===== src/rtl/rgmii_tx.sv =====
// -----------------------------------------------------------------------------
// rgmii_tx
//   Ethernet transmit framer with RGMII output stage. Accepts one frame as a
//   byte stream (destination address through payload, no preamble, no FCS),
//   then puts on the wire: preamble, SFD, the frame bytes, zero padding up to
//   MIN_FRAME, optional FCS, and an inter-packet gap.
//
//   Optional feature macro: RGMII_TX_FCS_EN
//     defined   : CRC-32 is computed over DATA+PAD bytes and sent as the FCS.
//     undefined : no CRC logic and no FCS state; the upstream source must
//                 embed the FCS in its stream (padding still applies).
//
// Ports
//   gmii_tx_clk   in   125 MHz byte clock (only clock)
//   rst_n         in   synchronous active-low reset
//   s_data[7:0]   in   frame byte
//   s_valid       in   s_data valid
//   s_last        in   s_data is the final byte of the frame
//   s_ready       out  byte accepted when s_valid & s_ready (DATA state only)
//   rgmii_txc     out  RGMII transmit clock
//   rgmii_tx_ctl  out  rising half: tx_en, falling half: tx_en ^ tx_er
//   rgmii_txd[3:0]out  rising half: byte[3:0], falling half: byte[7:4]
//   tx_busy       out  high whenever the framer is not idle
//   tx_done       out  one-cycle pulse on the last inter-packet-gap cycle
//   tx_underrun   out  one-cycle pulse when the source starves mid-frame
// -----------------------------------------------------------------------------
module rgmii_tx #(
  parameter int MIN_FRAME    = 60,
  parameter int IPG_BYTES    = 12,
  parameter int PREAMBLE_LEN = 7
) (
  input  logic       gmii_tx_clk,
  input  logic       rst_n,
  input  logic [7:0] s_data,
  input  logic       s_valid,
  input  logic       s_last,
  output logic       s_ready,
  output logic       rgmii_txc,
  output logic       rgmii_tx_ctl,
  output logic [3:0] rgmii_txd,
  output logic       tx_busy,
  output logic       tx_done,
  output logic       tx_underrun
);

  localparam logic [2:0] ST_IDLE = 3'd0;
  localparam logic [2:0] ST_PRE  = 3'd1;
  localparam logic [2:0] ST_SFD  = 3'd2;
  localparam logic [2:0] ST_DATA = 3'd3;
  localparam logic [2:0] ST_PAD  = 3'd4;
  localparam logic [2:0] ST_IPG  = 3'd6;
`ifdef RGMII_TX_FCS_EN
  localparam logic [2:0] ST_FCS  = 3'd5;
  // State entered once payload and padding are complete.
  localparam logic [2:0] ST_TAIL = ST_FCS;
`else
  localparam logic [2:0] ST_TAIL = ST_IPG;
`endif

  logic [2:0]  r_state;
  logic [7:0]  r_cnt;        // shared by PRE, FCS and IPG; zero on entry to each
  logic [15:0] r_byte_cnt;   // DATA + PAD bytes sent in this frame
  logic [7:0]  r_txd;
  logic        r_tx_en;
  logic        r_tx_er;
  logic        r_tx_done;
  logic        r_tx_underrun;
  logic [15:0] w_byte_cnt_inc;
  logic        w_short;

  // Saturating increment so a very long frame cannot wrap and re-trigger padding.
  assign w_byte_cnt_inc = (&r_byte_cnt) ? r_byte_cnt : r_byte_cnt + 16'd1;
  assign w_short        = (w_byte_cnt_inc < 16'(MIN_FRAME));

`ifdef RGMII_TX_FCS_EN
  logic [31:0] r_crc;
  logic [31:0] w_crc_inv;

  // Reflected CRC-32 (poly 0x04C11DB7 -> 0xEDB88320), one byte, LSB first.
  function automatic logic [31:0] crc_byte(input logic [31:0] c_in, input logic [7:0] d);
    logic [31:0] c;
    c = c_in;
    for (int i = 0; i < 8; i++) begin
      c = (c[0] ^ d[i]) ? ((c >> 1) ^ 32'hEDB88320) : (c >> 1);
    end
    return c;
  endfunction

  assign w_crc_inv = ~r_crc;
`endif

  always_ff @(posedge gmii_tx_clk) begin
    if (!rst_n) begin
      r_state       <= ST_IDLE;
      r_cnt         <= '0;
      r_byte_cnt    <= '0;
      r_txd         <= '0;
      r_tx_en       <= 1'b0;
      r_tx_er       <= 1'b0;
      r_tx_done     <= 1'b0;
      r_tx_underrun <= 1'b0;
`ifdef RGMII_TX_FCS_EN
      r_crc         <= 32'hFFFFFFFF;
`endif
    end else begin
      r_tx_er       <= 1'b0;
      r_tx_done     <= 1'b0;
      r_tx_underrun <= 1'b0;
      case (r_state)
        ST_IDLE: begin
          r_tx_en <= 1'b0;
          r_txd   <= 8'h00;
          r_cnt   <= '0;
          if (s_valid) r_state <= ST_PRE;
        end
        ST_PRE: begin
          r_tx_en    <= 1'b1;
          r_txd      <= 8'h55;
          r_byte_cnt <= '0;
`ifdef RGMII_TX_FCS_EN
          r_crc      <= 32'hFFFFFFFF;
`endif
          if (r_cnt == 8'(PREAMBLE_LEN - 1)) begin
            r_cnt   <= '0;
            r_state <= ST_SFD;
          end else begin
            r_cnt <= r_cnt + 8'd1;
          end
        end
        ST_SFD: begin
          r_tx_en <= 1'b1;
          r_txd   <= 8'hD5;
          r_state <= ST_DATA;
        end
        ST_DATA: begin
          r_tx_en <= 1'b1;
          if (s_valid) begin
            r_txd      <= s_data;
            r_byte_cnt <= w_byte_cnt_inc;
`ifdef RGMII_TX_FCS_EN
            r_crc      <= crc_byte(r_crc, s_data);
`endif
            if (s_last) r_state <= w_short ? ST_PAD : ST_TAIL;
          end else begin
            // Source starved: mark the byte as an error and abandon the frame.
            r_txd         <= 8'h00;
            r_tx_er       <= 1'b1;
            r_tx_underrun <= 1'b1;
            r_cnt         <= '0;
            r_state       <= ST_IPG;
          end
        end
        ST_PAD: begin
          r_tx_en    <= 1'b1;
          r_txd      <= 8'h00;
          r_byte_cnt <= w_byte_cnt_inc;
`ifdef RGMII_TX_FCS_EN
          r_crc      <= crc_byte(r_crc, 8'h00);
`endif
          if (!w_short) r_state <= ST_TAIL;
        end
`ifdef RGMII_TX_FCS_EN
        ST_FCS: begin
          r_tx_en <= 1'b1;
          r_txd   <= w_crc_inv[{r_cnt[1:0], 3'b000} +: 8];
          if (r_cnt == 8'd3) begin
            r_cnt   <= '0;
            r_state <= ST_IPG;
          end else begin
            r_cnt <= r_cnt + 8'd1;
          end
        end
`endif
        ST_IPG: begin
          r_tx_en <= 1'b0;
          r_txd   <= 8'h00;
          if (r_cnt == 8'(IPG_BYTES - 1)) begin
            r_cnt     <= '0;
            r_tx_done <= 1'b1;
            // Going straight to PRE keeps back-to-back gaps at exactly IPG_BYTES.
            r_state   <= s_valid ? ST_PRE : ST_IDLE;
          end else begin
            r_cnt <= r_cnt + 8'd1;
          end
        end
        default: r_state <= ST_IDLE;
      endcase
    end
  end

  assign s_ready     = (r_state == ST_DATA);
  assign tx_busy     = (r_state != ST_IDLE);
  assign tx_done     = r_tx_done;
  assign tx_underrun = r_tx_underrun;

  // ---------------------------------------------------------------------------
  // Output DDR stage: behavioural equivalent of PH1_LOGIC_ODDR. Each lane
  // captures (d0, d1) on the rising edge, drives d0 while the clock is high and
  // d1 while it is low, giving one cycle of latency after the GMII register.
  // Lane order: [5]=txc, [4]=tx_ctl, [3:0]=txd.
  // ---------------------------------------------------------------------------
  logic [5:0] w_d0;
  logic [5:0] w_d1;
  logic [5:0] r_pin_d0;
  logic [5:0] r_pin_d1;
  logic [5:0] w_pin;

  assign w_d0 = {1'b1, r_tx_en,           r_txd[3:0]};
  assign w_d1 = {1'b0, r_tx_en ^ r_tx_er, r_txd[7:4]};

  always_ff @(posedge gmii_tx_clk) begin
    if (!rst_n) begin
      r_pin_d0 <= '0;
      r_pin_d1 <= '0;
    end else begin
      r_pin_d0 <= w_d0;
      r_pin_d1 <= w_d1;
    end
  end

  for (genvar gi = 0; gi < 6; gi++) begin : g_oddr
    assign w_pin[gi] = gmii_tx_clk ? r_pin_d0[gi] : r_pin_d1[gi];
  end

  assign rgmii_txc    = w_pin[5];
  assign rgmii_tx_ctl = w_pin[4];
  assign rgmii_txd    = w_pin[3:0];

endmodule


===== config.mk =====
export PLATFORM = sky130hd
export DESIGN_NAME = rgmii_tx
export DESIGN_NICKNAME = d
export VERILOG_FILES = /design/src/rtl/rgmii_tx.sv
export SDC_FILE = /design/constraint.sdc
export NUM_CORES = 1
export LEC_CHECK = 0
export CORE_UTILIZATION = 50
export DETAILED_ROUTE_END_ITERATION = 16
export PLACE_DENSITY_LB_ADDON = 0.3
export SLEW_MARGIN = 20
export SYNTH_ARGS = -nofsm -noshare
export SYNTH_HDL_FRONTEND = slang
export SYNTH_SLANG_ARGS = --single-unit

===== constraint.sdc =====
create_clock -name gmii_tx_clk -period 5.55 [get_ports gmii_tx_clk]
set_input_delay 1.11 -clock gmii_tx_clk [delete_from_list [all_inputs] [get_ports gmii_tx_clk]]
set_output_delay 1.11 -clock gmii_tx_clk [all_outputs]
set_load 0.01 [all_outputs]

# Word level (Yosys, flattened, before mapping)
# Index checks and enable logic that the tools add are counted.
[op_classes] mux=28 bitwise=1 n_reduce_logical=15 magnitude_cmp=1 eq_ne=14 n_addsub=2
[op_table] operator="$pmux W8 S4" n=2
[op_table] operator="$pmux W16 S3" n=1
[op_table] operator="$mux W16" n=2
[op_table] operator="$mux W8" n=4
[op_table] operator="$mux W3" n=6
[op_table] operator="$pmux W3 S6" n=1
[op_table] operator="$add A16 B1 Y16 const B" n=1
[op_table] operator="$lt A16 B6 Y1 const B" n=1
[op_table] operator="$reduce_and A16 Y1" n=1
[op_table] operator="$ne A2 B2 Y1 const B" n=6
[op_table] operator="$mux W1" n=9
[op_table] operator="$add A8 B1 Y8 const B" n=1
[op_table] operator="$eq A8 B3 Y1 const B" n=1
[op_table] operator="$eq A8 B4 Y1 const B" n=1
[op_table] operator="$reduce_and A2 Y1" n=4
[op_table] operator="$reduce_bool A4 Y1" n=2
[op_table] operator="$eq A3 B2 Y1 const B" n=2
[op_table] operator="$eq A3 B3 Y1 const B" n=2
[op_table] operator="$mux W6" n=1
[op_table] operator="$reduce_bool A3 Y1" n=2
[op_table] operator="$reduce_and A5 Y1" n=1
[op_table] operator="$reduce_or A4 Y1" n=1
[op_table] operator="$eq A3 B1 Y1 const B" n=1
[op_table] operator="$logic_not A3 Y1" n=1
[op_table] operator="other kinds (7)" n=7
[word_totals] output_inout_bits=10 regBits=50

# Longest topological paths before layout
[logic_depth] ltp_word=7 mapped_depth=9 mapped_depth_nobuf=8

==> qor.yml <==
routing:
  wl_um: 5430
  vias: 2324
  ant_nets: 0
  wl_per_cell_um: 13.2
  drtIter0Drc: 127
  drc: 0
  vias_per_cell: 5.67
  firstDrtPassIters: 5
global_routing:
  grt_antenna_before_repair: 0
  grt_use_met2_pct: 30.6
  grt_pass1_wl_um: 8960
  met1_usage_pct: 26.9
  grt.total_usage_pct: 21.0
  met3_usage_pct: 6.88
  busiest_layer: "met2"
  grt_max_degree: 46
  grt_pass1_vias: 2041
  grt_overflow_total: 0
hold_path:
  hp-start: "r_txd[3]"
  min_to: "r_pin_d0[3]"
  min-delay-path-class: "reg -> reg"
  hold_depth: 1
logic_synthesis:
  synth.top_cell.area_share_pct: 36.1
  synth.distinct_cells: 58
  synth-main-ff-cell: "dfxtp_1"
  yosysTopAreaCell: "dfxtp_1"
  async_flop_share_pct: 0
  synthMostInstantiatedCell: "dfxtp_1"
  syn_nets: 341
  yosysWarnings: 0
  synthTopCellsByArea: "dfxtp_1 36%, a21oi_1 5.0%, nor2b_1 4.4%, nand2_1 4.3%, and2_1 3.7%"
  synthAdderAreaFrac_pct: 1.38
  synthMuxAreaShare_pct: 4.46
  netlist_top_cells_count: "49 x dfxtp_1, 31 x nand2_1, 27 x a21oi_1"
  syn_area_um2: 2720
  synth_edf_count: 0
  synth-xor-area-share_pct: 3.54
  synth_compound_area_share_pct: 17.8
  synth_top_family_by_area: "simple AND/OR/NAND/NOR gates"
  syn_inst: 326
  ys_seq_elements: 49
  avgSynthCellArea_um2: 8.34
  ys_seq_area_share_pct: 36.1
  yosys.area_share.simple_pct: 30.6
worst_setup_path:
  crit_type: "clk -> out"
  slowest_delay_ns: 0.53
  critPathSlowestCell: "clkdlybuf4s50_1"
  r2r_cells: 7
  critical_path_required_ns: 4.44
  worst-path-buf-inv: 3
  rrSetupSlack_ns: 3.10
  cp_common_cell: "clkbuf_8"
  critPathTopFamily: "buffers and inverters"
  r2r_start: "r_byte_cnt[0]"
  worst-path-max-fanout: 3
  worstPathArrival_ns: 3.78
  cp-start-kind: "clock port"
  r2r_end: "r_byte_cnt[7]"
  crit_chain: "clkbuf_8 -> clkbuf_8 -> mux2_2 -> clkdlybuf4s50_1"
  end_kind: "primary output"
cts:
  cts_hold_buffers: 0
  path_clk_slew_ns: 0.09
  cts_tree: "done"
  postCtsSetupRepairBufs: 0
  cts_resized: 0
  clock_latency_ns: 0.41
placed_design:
  io_buffers: 21
  gp_congestion: 0.910
  hpwl_um: 3660
  place_area_um2: 2890
power:
  vdd_drop_max_mv: 0.204
  power.density_nw_per_um2: 259
  leakagePower_uw: 0.00108
sta:
  rsz0062_at_grt: "false"
  hold_violations: 0
  finalSetupTns_ns: 0
  max-slew-margin-rel_pct: 57.4
  clock_skew_ns: 0.00811
  worstMarginPinSlew_ns: 0.639
  slew_viol_final: 0
  setup_violations: 0
floorplan:
  initial_core_util_pct: 52.6
  dieArea_um2: 5740
  core_area_um2: 5170
  rows: 26
  die-height_um: 75.8
  die_w_um: 75.8
  pin_count: 22
finish:
  area_growth_pct: 11.7
  layout-drive-gt1-share_pct: 10.9
  n_antenna_cell: 0
  finalNetCount: 353
  stdcell_area_um2: 3040
job:
  drv_cap: 0
outcome:
  outcome: "complete, no violations"
## worst register-to-register path, cell delays in order, from the launching register on
cell     delay (ns)
dfxtp_1        0.42
ha_1           0.45
nand4_2        0.26
or4_1          0.71
nand3_1        0.22
nor3_1         0.07
a21oi_1        0.15
nor2b_1        0.07
## report_power, final
group	internal, uW	switching, uW
Sequential	361	10.7
Clock	184	166
Combinational	30.6	34.4
Total	576	212
## metal layers
layer / share of wire [%] / up-vias
li1: - / 1184
met1: 48 / 1082
met2: 46 / 44
met3: 4.1 / 14
met4: 2.1 / 0
met5: 0 / -
## registers in the layout, summed over array words and instances (netlist names)
register / count
r_state: 3
tx_done: 1
r_tx_en: 1
r_txd: 8
tx_underrun: 1
r_byte_cnt: 16
r_cnt: 8
r_pin_d1: 5
r_pin_d0: 6
## worst max-delay path by stage
stage                startpoint  cells past startpoint            to  slack, ns
finish              gmii_tx_clk                      4  rgmii_txd[3]       0.66
global route        gmii_tx_clk                      4  rgmii_txd[3]       0.62
CTS                 gmii_tx_clk                      4  rgmii_txd[3]       0.64
detailed placement  gmii_tx_clk                      2  rgmii_tx_ctl       0.96
global placement    gmii_tx_clk                      2  rgmii_tx_ctl       0.96
floorplan           gmii_tx_clk                      1  rgmii_tx_ctl       1.39
## area by class of cell
class | count | area (um2)
clock buffer | 16 | 188
clock inverter | 3 | 26.3
fill | 481 | 2130
inverter | 7 | 26.3
multi-input combinational | 249 | 1570
sequential | 49 | 981
tap | 70 | 87.6
timing repair buffer | 16 | 158
## kinds of logic after synthesis
group / after synthesis
buf+inv: 28
compound gates: 78
fa+ha+maj: 3
xor+xnor: 11
flops: 49
mux: 11
simple gates: 146
## placed cells by master, fill, tap and decap left out, types with 3 or more instances in the layout
cell type        Yosys  layout
a21boi_1             3       3
nor2b_1             19      19
inv_1                5       5
nor2_1              21      21
o21ai_1              3       3
xor2_1               6       6
o21a_1               4       4
nand4_1              7       7
o21ai_0             18      18
clkdlybuf4s50_1      0      21
nand2b_1             3       3
nand3_1             13      13
xnor2_1              5       5
nor3_1               7       7
and3_1               4       4
nand4_2              3       3
clkbuf_8             3       9
mux2_2               8       8
nor4_1               5       5
dfxtp_1             49      49
ha_1                 3       3
nand2_1             31      31
and2_1              16      16
a32oi_1              4       4
a21oi_1             27      27
## metrics by stage
step	setup WS, ns	hold WS (ns)	utilization (%)	total power (uW)	cells
5_1_grt	0.618	0.491	58.8	832	410
2_1_floorplan	1.39	0.424	-	448	326
3_3_place_gp	0.957	0.436	55.8	479	397
4_1_cts	0.643	0.465	58.8	802	410
6_report	0.659	0.465	58.8	787	410
3_5_place_dp	0.957	0.440	55.8	480	397
No activity file was read; power rests on OpenSTA's default activity.
